===== src/rtl/pipe_gap_seq_if.sv =====
// pipe_gap_seq_if: request/response and edge-bus bundle between the game
// controller / renderer side (master) and the gap generator (slave).
interface pipe_gap_seq_if #(
  parameter int unsigned NUM_PIPES = 4,
  parameter int unsigned Y_W       = 10
);
  localparam int unsigned SW = (NUM_PIPES > 1) ? $clog2(NUM_PIPES) : 1;

  logic                     restart;
  logic                     advance;
  logic                     ready;
  logic                     done;
  logic [SW-1:0]            slot;
  logic [NUM_PIPES*Y_W-1:0] y_edge_t;
  logic [NUM_PIPES*Y_W-1:0] y_edge_b;

  modport master (
    output restart, advance,
    input  ready, done, slot, y_edge_t, y_edge_b
  );

  modport slave (
    input  restart, advance,
    output ready, done, slot, y_edge_t, y_edge_b
  );
endinterface


===== src/rtl/pipe_gap_seq.sv =====
// pipe_gap_seq: holds NUM_PIPES top/bottom gap edge pairs and refreshes one
// slot per accepted request, round-robin, with a gap position drawn from a
// free-running 16-bit LFSR through a reject-and-retry range sampler.
// Optional feature macro: PIPE_GAP_SHRINK_EN -- gap shrinks by 2 on every
// 8th Done, saturating at GAP_MIN.
module pipe_gap_seq #(
  parameter int unsigned NUM_PIPES = 4,
  parameter int unsigned Y_W       = 10,
  parameter int unsigned Y_MIN     = 40,
  parameter int unsigned Y_MAX     = 440,
  parameter int unsigned GAP       = 100,
  parameter int unsigned GAP_MIN   = 60,
  parameter logic [15:0] SEED      = 16'hACE1
) (
  input logic           clk,
  input logic           reset_n,
  pipe_gap_seq_if.slave bus
);

  localparam int unsigned SW = (NUM_PIPES > 1) ? $clog2(NUM_PIPES) : 1;
  localparam int unsigned CW = Y_W + 1;
`ifdef PIPE_GAP_SHRINK_EN
  localparam int unsigned RANGE_MAX = Y_MAX - GAP_MIN - Y_MIN;
`else
  localparam int unsigned RANGE_MAX = Y_MAX - GAP - Y_MIN;
`endif
  localparam int unsigned RW       = $clog2(RANGE_MAX + 1);
  localparam logic [15:0] SEED_EFF = (SEED == 16'h0000) ? 16'hACE1 : SEED;
  localparam logic [SW-1:0] LAST   = SW'(NUM_PIPES - 1);

  // Reject parameter sets that would make edges wrap or the gap floor invalid.
  if (NUM_PIPES < 2 || GAP_MIN > GAP || (Y_MIN + GAP) > Y_MAX ||
      (Y_MAX >> Y_W) != 0) begin : g_param_check
    $error("pipe_gap_seq: illegal parameter set");
  end

  typedef enum logic [1:0] {
    S_INIT = 2'd0,
    S_IDLE = 2'd1,
    S_GEN  = 2'd2
  } state_t;

  state_t          state;
  logic [15:0]     lfsr;
  logic            fb;
  logic [RW-1:0]   cand;
  logic [Y_W-1:0]  gap;
  logic [CW-1:0]   range_lim;
  logic            accept;
  logic [Y_W-1:0]  top_val;
  logic [Y_W-1:0]  bot_val;
  logic            wr;
  logic            gen_wr;
  logic [SW-1:0]   head;
  logic [SW-1:0]   next_head;
  logic [SW-1:0]   slot_q;
  logic            ready_q;
  logic            done_q;
  logic [Y_W-1:0]  edge_t [NUM_PIPES];
  logic [Y_W-1:0]  edge_b [NUM_PIPES];

  // Candidate sampling, accept test and edge arithmetic (mod 2^Y_W).
  always_comb begin
    fb        = lfsr[15] ^ lfsr[13] ^ lfsr[12] ^ lfsr[10];
    cand      = lfsr[RW-1:0];
    range_lim = CW'(Y_MAX) - CW'(gap) - CW'(Y_MIN);
    accept    = (CW'(cand) <= range_lim);
    top_val   = Y_W'(Y_MIN) + Y_W'(cand);
    bot_val   = top_val + gap;
    next_head = (head == LAST) ? '0 : head + SW'(1);
    wr        = accept && !bus.restart && (state == S_INIT || state == S_GEN);
    gen_wr    = accept && !bus.restart && (state == S_GEN);
  end

  // Free-running LFSR; only reset reseeds it, Restart does not.
  always_ff @(posedge clk or negedge reset_n) begin
    if (!reset_n) begin
      lfsr <= SEED_EFF;
    end else begin
      lfsr <= {lfsr[14:0], fb};
    end
  end

  // Control FSM: init fill, idle wait, one-slot generate; Restart overrides.
  always_ff @(posedge clk or negedge reset_n) begin
    if (!reset_n) begin
      state   <= S_INIT;
      head    <= '0;
      slot_q  <= '0;
      ready_q <= 1'b0;
      done_q  <= 1'b0;
    end else begin
      done_q <= 1'b0;
      if (bus.restart) begin
        state   <= S_INIT;
        head    <= '0;
        slot_q  <= '0;
        ready_q <= 1'b0;
      end else begin
        case (state)
          S_INIT: begin
            if (accept) begin
              head <= next_head;
              if (head == LAST) begin
                state   <= S_IDLE;
                ready_q <= 1'b1;
              end
            end
          end
          S_IDLE: begin
            if (bus.advance) begin
              state   <= S_GEN;
              ready_q <= 1'b0;
            end
          end
          S_GEN: begin
            if (accept) begin
              slot_q  <= head;
              head    <= next_head;
              done_q  <= 1'b1;
              state   <= S_IDLE;
              ready_q <= 1'b1;
            end
          end
          default: begin
            state   <= S_INIT;
            head    <= '0;
            ready_q <= 1'b0;
          end
        endcase
      end
    end
  end

  // Edge storage: only the head slot is written on an accepted candidate.
  always_ff @(posedge clk or negedge reset_n) begin
    if (!reset_n) begin
      for (int unsigned i = 0; i < NUM_PIPES; i++) begin
        edge_t[i] <= Y_W'(Y_MIN);
        edge_b[i] <= Y_W'(Y_MIN + GAP);
      end
    end else if (bus.restart) begin
      for (int unsigned i = 0; i < NUM_PIPES; i++) begin
        edge_t[i] <= Y_W'(Y_MIN);
        edge_b[i] <= Y_W'(Y_MIN + GAP);
      end
    end else if (wr) begin
      for (int unsigned i = 0; i < NUM_PIPES; i++) begin
        if (head == SW'(i)) begin
          edge_t[i] <= top_val;
          edge_b[i] <= bot_val;
        end
      end
    end
  end

`ifdef PIPE_GAP_SHRINK_EN
  logic [2:0] done_cnt;

  // Gap shrink: every 8th Done narrows the gap by 2 down to GAP_MIN.
  always_ff @(posedge clk or negedge reset_n) begin
    if (!reset_n) begin
      gap      <= Y_W'(GAP);
      done_cnt <= '0;
    end else if (bus.restart) begin
      gap      <= Y_W'(GAP);
      done_cnt <= '0;
    end else if (gen_wr) begin
      done_cnt <= done_cnt + 3'd1;
      if (done_cnt == 3'd7) begin
        gap <= (gap >= Y_W'(GAP_MIN + 2)) ? gap - Y_W'(2) : Y_W'(GAP_MIN);
      end
    end
  end
`else
  logic unused_gen_wr;
  assign unused_gen_wr = gen_wr;
  assign gap           = Y_W'(GAP);
`endif

  // Output packing: slot i occupies [i*Y_W +: Y_W].
  for (genvar g = 0; g < NUM_PIPES; g++) begin : g_pack
    assign bus.y_edge_t[g*Y_W +: Y_W] = edge_t[g];
    assign bus.y_edge_b[g*Y_W +: Y_W] = edge_b[g];
  end

  assign bus.ready = ready_q;
  assign bus.done  = done_q;
  assign bus.slot  = slot_q;

endmodule


===== src/flat_wrapper.sv =====
// flat-port wrapper written by rule: the top's interface ports become plain ports
module pipe_gap_seq_flat 
#(
  parameter int unsigned NUM_PIPES = 4,
  parameter int unsigned Y_W       = 10,
  parameter int unsigned Y_MIN     = 40,
  parameter int unsigned Y_MAX     = 440,
  parameter int unsigned GAP       = 100,
  parameter int unsigned GAP_MIN   = 60,
  parameter logic [15:0] SEED      = 16'hACE1
)
  (clk, reset_n, bus_restart, bus_advance, bus_ready, bus_done, bus_slot, bus_y_edge_t, bus_y_edge_b);
  pipe_gap_seq_if #(.NUM_PIPES(NUM_PIPES), .Y_W(Y_W)) bus_i ();
  input logic clk;
  input logic reset_n;
  input wire logic [$bits(bus_i.restart)-1:0] bus_restart;
  input wire logic [$bits(bus_i.advance)-1:0] bus_advance;
  output wire logic [$bits(bus_i.ready)-1:0] bus_ready;
  output wire logic [$bits(bus_i.done)-1:0] bus_done;
  output wire logic [$bits(bus_i.slot)-1:0] bus_slot;
  output wire logic [$bits(bus_i.y_edge_t)-1:0] bus_y_edge_t;
  output wire logic [$bits(bus_i.y_edge_b)-1:0] bus_y_edge_b;
  assign bus_i.restart = bus_restart;
  assign bus_i.advance = bus_advance;
  assign bus_ready = bus_i.ready;
  assign bus_done = bus_i.done;
  assign bus_slot = bus_i.slot;
  assign bus_y_edge_t = bus_i.y_edge_t;
  assign bus_y_edge_b = bus_i.y_edge_b;
  pipe_gap_seq #(.NUM_PIPES(NUM_PIPES), .Y_W(Y_W), .Y_MIN(Y_MIN), .Y_MAX(Y_MAX), .GAP(GAP), .GAP_MIN(GAP_MIN), .SEED(SEED)) u_core (.clk(clk), .reset_n(reset_n), .bus(bus_i));
endmodule

===== config.mk =====
export PLATFORM = sky130hd
export DESIGN_NAME = pipe_gap_seq_flat
export DESIGN_NICKNAME = d
export VERILOG_FILES = /design/src/rtl/pipe_gap_seq_if.sv /design/src/rtl/pipe_gap_seq.sv /design/src/flat_wrapper.sv
export SDC_FILE = /design/constraint.sdc
export NUM_CORES = 1
export LEC_CHECK = 0
export BUFFER_PORTS_ARGS = -buffer_cell sky130_fd_sc_hd__buf_2
export CAP_MARGIN = 20
export CELL_PAD_IN_SITES_DETAIL_PLACEMENT = 1
export CELL_PAD_IN_SITES_GLOBAL_PLACEMENT = 2
export CORE_ASPECT_RATIO = 0.5
export CORE_UTILIZATION = 37
export CTS_BUF_LIST = sky130_fd_sc_hd__clkbuf_16
export DETAILED_ROUTE_END_ITERATION = 8
export PLACE_DENSITY = 0.83
export REMOVE_ABC_BUFFERS = 1
export SYNTH_ARGS = -nofsm -noshare
export SYNTH_HDL_FRONTEND = slang
export SYNTH_SLANG_ARGS = --single-unit

===== constraint.sdc =====
create_clock -name clk -period 3.3 [get_ports clk]
set_input_delay 0.165 -clock clk [delete_from_list [all_inputs] [get_ports clk]]
set_output_delay 0.165 -clock clk [all_outputs]
set_load 0.02 [all_outputs]

=== Yosys cells after proc, flatten, opt, wreduce, memory -nomap -nowiden ===
Index checks and enable logic that the tools add are counted.

* Bits of input ports: 4
* Logic and storage cells: 87
* Register bits: 104
* Output and inout bits: 84

* Mux-type cells: 34
* Order comparisons: 1
* $add $sub $neg: 3
* Bitwise logic cells: 3
* Reductions and logical operators: 21
* Equality and inequality tests: 11

{| class="wikitable"
|+ Operators by type and width
! cell !! count
|-
| $mux 40 || 4
|-
| $mux 10 || 8
|-
| $mux 2 || 11
|-
| $reduce_bool 2->1 || 7
|-
| $reduce_and 2->1 || 6
|-
| $add 10x7->10 const B || 1
|-
| $add 6x9->10 const A || 1
|-
| $le 9x9->1 const B || 1
|-
| $mux 1 || 8
|-
| $eq 2x2->1 const B || 3
|-
| $ne 3x2->1 const B || 2
|-
| $ne 3x3->1 const B || 2
|-
| $pmux 2 s3 || 1
|-
| $eq 2x1->1 const B || 2
|-
| $logic_not 2->1 || 2
|-
| $pmux 2 s2 || 1
|-
| $reduce_and 4->1 || 1
|-
| $ne 3x1->1 const B || 1
|-
| $pmux 1 s3 || 1
|-
| $xor 1x1->1 || 3
|-
| $add 2x1->2 const B || 1
|-
| $logic_and 1x1->1 || 2
|-
| $ne 2x2->1 const B || 1
|-
| $reduce_or 2->1 || 1
|-
| 2 further kinds || 2
|}

=== Longest topological paths before layout ===
* Depth in word-level cells: 5
* Gate-level depth with buffers: 8
* Mapped depth without buffers: 7

=== Worst setup path after synthesis ===
Ideal clock, no wire load.

* Kind: register to register
* Start: register u_core.lfsr[3]
* End: register u_core.edge_b, in the netlist u_core.bus.y_edge_b[34]
* Path buffers: 0
* Setup slack: 1.297 ns
* Arrival: 1.875 ns
* Data required time: 3.172 ns
* Period minus slack after synthesis: 2.003 ns
* Setup time: 0.128 ns
* Stages on the path, launching flop included: 7
* Cell sequence: dfrtp_1 > ha_1 > nor3b_2 > o21ai_4 > a21oi_4 > a21oi_2 > mux2_1

* Longest elaborated chain between the ends: 5
* Elaborated cells between the ends (all ways): 10
* Classes of those cells: add/sub (2); order compare (1); mux (3); reduce/logical (4)

{| class="wikitable"
|+ Ends and longest elaborated chain
! element !! RTL line !! RTL
|-
| start: declaration || pipe_gap_seq.sv:44 || <nowiki>logic [15:0] lfsr;</nowiki>
|-
| start signal: assignment || pipe_gap_seq.sv:80 || <nowiki>lfsr <= {lfsr[14:0], fb};</nowiki>
|-
| $add 6x9->10 or $le 9x9->1 (tied branches) || pipe_gap_seq.sv:68, pipe_gap_seq.sv:67 ||
|-
| $add 10x7->10 or $logic_and 1x1->1 (tied branches) || pipe_gap_seq.sv:69, pipe_gap_seq.sv:71 ||
|-
| $mux 10 or $logic_and 1x1->1 (tied branches) || pipe_gap_seq.sv:149, pipe_gap_seq.sv:71 ||
|-
| $mux 40 or $reduce_bool 2->1 (tied branches) || n/a ||
|-
| $mux 40 or $reduce_and 2->1 (tied branches) || n/a ||
|-
| end signal: indexed assignment || pipe_gap_seq.sv:140 || <nowiki>edge_b[i] <= Y_W'(Y_MIN + GAP);</nowiki>
|-
| end signal: indexed assignment || pipe_gap_seq.sv:145 || <nowiki>edge_b[i] <= Y_W'(Y_MIN + GAP);</nowiki>
|-
| end signal: indexed assignment || pipe_gap_seq.sv:151 || <nowiki>edge_b[i] <= bot_val;</nowiki>
|-
| end: declaration || pipe_gap_seq.sv:60 || <nowiki>logic [Y_W-1:0] edge_b [NUM_PIPES];</nowiki>
|}

Several ways; a longest one is shown, not always the timed one. The select of a mux whose other input is x is not followed.
A chain may end at the register's enable or synchronous reset.

=== Worst setup path in the final report ===
* Start: register u_core.lfsr[2]
* End: register u_core.edge_b, in the netlist u_core.bus.y_edge_b[17]

The elaborated chain is that of the path after synthesis.

==> metrics.csv <==
stage,metric,value,unit
sta,tightest_slew,1020,ps
yosys,syn-cell-area,4120,µm²
global_route,grt_use_total,19.5,%
finish,diodes,0,
finish,fin_util,47.1,%
power,p_leak,2.42,nW
cts,post_cts_buffers,0,
cts,cts_resized,0,
cts,numClockSinks,95,
power,ir_drop,0.246,mV
detailed_routing,wl_met2,4.66,mm
floorplanning,io_pins,88,
floorplanning,die_w,151,µm
sta,rsz0062_at_grt,no,
detailed_routing,drc,0,
global_route,grt_max_degree,86,
placed_design,portBuffers,87,
setup_path,slowest_stage,o21ai_1,
detailed_routing,first_pass_iters,4,
job,cap_viol_max_count,0,
setup_path,rrSetupSlack,670,ps
detailed_routing,drt_iter0_markers,180,
setup_path,critical_path.most_common_cell,o21ai_0,
yosys,yosys_warnings,0,
finish,nets,460,
sta,hold_viol,0,
detailed_routing,vias,2970,
setup_path,worstPathRequired,3560,ps
setup_path,critPathCapture,u_core.bus.y_edge_b[17]$_DFFE_PN1P_,
setup_path,path_delay_family,compound AO/OA/AOI/OAI gates,
sta,setup_viol_count_final,0,
placed_design,hpwl,7.21,mm
setup_path,criticalPathCategory,flop to flop,
yosys,synth-async-reset-ratio,100,%
detailed_routing,antenna_left,0,
yosys,yosysSeqAreaShare,58.5,%
global_route,grt_overflow,0,
yosys,synth_enable_flop_cells,0,
setup_path,cp_slowest_stage_delay,830,ps
cts,insertion_delay,350,ps
setup_path,start_kind,flop,
floorplanning,rows,26,
sta,tns,0,ps
finish,areaGrowthSynthToFinish,20.0,%
run_status,status,"complete, no violations",
cts,clockBufferDepth,2,
setup_path,r2r_start,u_core.lfsr[2]$_DFF_PN0_,
floorplanning,die-area,11600,µm²
setup_path,worst-path-stages,6,
yosys,ys_types,49,
setup_path,crit_fanout,14,
sta,finalCriticalPeriod,2630,ps
setup_path,critPathArrivalTime,2890,ps
setup_path,crit_buf_inv,0,
setup_path,end_kind,flop,
detailed_routing,wl_met3,379,µm
yosys,synth_seq_cells,95,
global_route,grt_pass1_vias,3069,
power,powerDensity,539,nW/µm²
floorplanning,die_y,76.6,µm
setup_path,worstSetupStartpoint,u_core.lfsr[2]$_DFF_PN0_,
cts,cts_tree,built,
cts,cts_root_buf,clkbuf_16,
detailed_routing,wl_met1,5.40,mm
detailed_routing,wl_per_cell,17.8,µm
setup_path,path_cells,ha_1 -> nor3b_2 -> o21a_1 -> o21ai_1 -> o21ai_0 -> o21ai_0,
sta,post-route-period-util,79.8,%
finish,layout.cells.most_common,buf_2,
worst_hold_path,hold_path.class,primary input to flop,
cts,h-tree-depth,3,
sta,maxSlewHeadroom,31.4,%
detailed_routing,highest_layer,met4,
finish,final_cell_mix,"buf_2 (86), dfrtp_1 (67), nand2_1 (57)",
sta,final_max_slew_viol_count,0,
global_route,antenna_found_initial,0,
sta,fmax,380,MHz
placed_design,gp_congestion,0.749,
yosys,synth_ff_type,dfrtp_1,
cts,cts_made_buffers,9,
detailed_routing,routed_wl,10.5,mm
yosys,avgSynthCellArea,11.2,µm²
finish,layout-drive-gt1-share,33.2,%
sta,skew,8.29,ps
global_route,grt_pass1_wl,16.8,mm
finish,fillers,1173,
setup_path,r2r_end,u_core.bus.y_edge_b[17]$_DFFE_PN1P_,
cts,clk_pin_slew,70,ps
yosys,synthCells,367,
worst_hold_path,whs_path_depth,3,
floorplanning,start_util,39.2,%
floorplanning,fp.coreArea,10500,µm²
setup_path,reg2regPathDepth,6,
detailed_routing,via_per_inst,5.02,
per-stage QoR:
step	cells	area, µm²	setup WS, ps	hold slack [ps]	power [mW]
after floorplan	340	3980	1150	-131	1.56
after global placement	574	4640	820	335	1.72
after detailed placement	574	4640	723	338	1.73
after CTS	590	4910	694	61.3	2.68
after global routing	592	4950	461	109	2.78
final	592	4950	668	106	2.67
metal layers:
metal,vias to the layer above,track usage (%)
met1,1496,27.3
met3,7,5.15
met2,57,29.8
li1,1410,-
met4,0,4.80
met5,-,0
registers in the layout, summed over array words and instances (netlist names):
name	count
u_core.lfsr	16
u_core.state	2
u_core.bus.y_edge_b	34
u_core.bus.done	1
u_core.bus.slot	2
u_core.bus.y_edge_t	38
u_core.head	2
worst min path at each step:
| stage | start | slack [ps] | end |
|---|---|---|---|
| 6_report | bus_advance | 110 | u_core.state[0]$_DFFE_PN0P_ |
| 5_1_grt | bus_advance | 110 | u_core.state[1]$_DFFE_PN0P_ |
| 2_1_floorplan | reset_n | -130 | u_core.bus.done$_DFF_PN0_ |
| 4_1_cts | reset_n | 60 | u_core.bus.y_edge_b[28]$_DFFE_PN0P_ |
| 3_3_place_gp | u_core.lfsr[14]$_DFF_PN0_ | 330 | u_core.lfsr[15]$_DFF_PN1_ |
| 3_5_place_dp | u_core.lfsr[14]$_DFF_PN0_ | 340 | u_core.lfsr[15]$_DFF_PN1_ |
synth_stat cells, types with 3 or more instances:
library cell	n	share of area [%]
dfrtp_1	67	41
nand2_1	57	5.2
dfstp_2	28	18
a21oi_1	27	3.3
nor2_1	22	2.0
mux2_1	15	4.1
o211ai_1	12	2.2
o21ai_0	11	1.3
buf_2	9	1.1
buf_4	9	1.6
ha_1	9	2.7
nand3_1	9	1.1
clkbuf_1	8	0.73
inv_1	8	0.73
mux2i_1	8	1.9
a211oi_1	7	1.3
and2_1	6	0.91
o21ai_1	6	0.73
xnor2_1	6	1.3
nand2b_1	5	0.76
xor2_1	4	0.85
a21oi_2	3	0.64
nor3_1	3	0.36
worst min-delay path: stages:
cell and delay [ps]:
buf_2 90, o32a_1 120, nor2_1 40
repair_timing:
| action | 4_1_cts | 5_1_grt |
|---|---|---|
| setup endpoints to repair | 0 | 0 |
| endpoints found under the hold margin | 0 | 16 |
| hold buffers | 0 | 1 |
power by group:
group          switching [mW]  internal (mW)
logic                   0.285          0.134
registers              0.0429           1.25
clock network           0.453          0.504
total                   0.781           1.89
final cells by class:
cell class | count | area, µm² | area share (%)
clock buffers | 9 | 225 | 4.55
clock inverters | 7 | 42.5 | 0.860
inverters | 8 | 30.0 | 0.607
multi-input cells | 237 | 1530 | 31.0
flip-flops and latches | 95 | 2410 | 48.8
well taps | 140 | 175 | 3.54
repair buffers | 96 | 528 | 10.7
logic make-up (layout without fill, tap and decap cells):
group                      Yosys count  in the layout  synth area share, %
buffers and inverters               35            120                 4.28
DFF                                 95             95                 58.5
and+or+nand+nor                    110            110                 11.8
AOI/OAI and AO/OA                   85             85                 14.5
xor gates and xnor gates            10             10                 2.12
adders and majority gates            9              9                 2.73
muxes                               23             23                 6.04
Power figures use the tool's default switching activity.
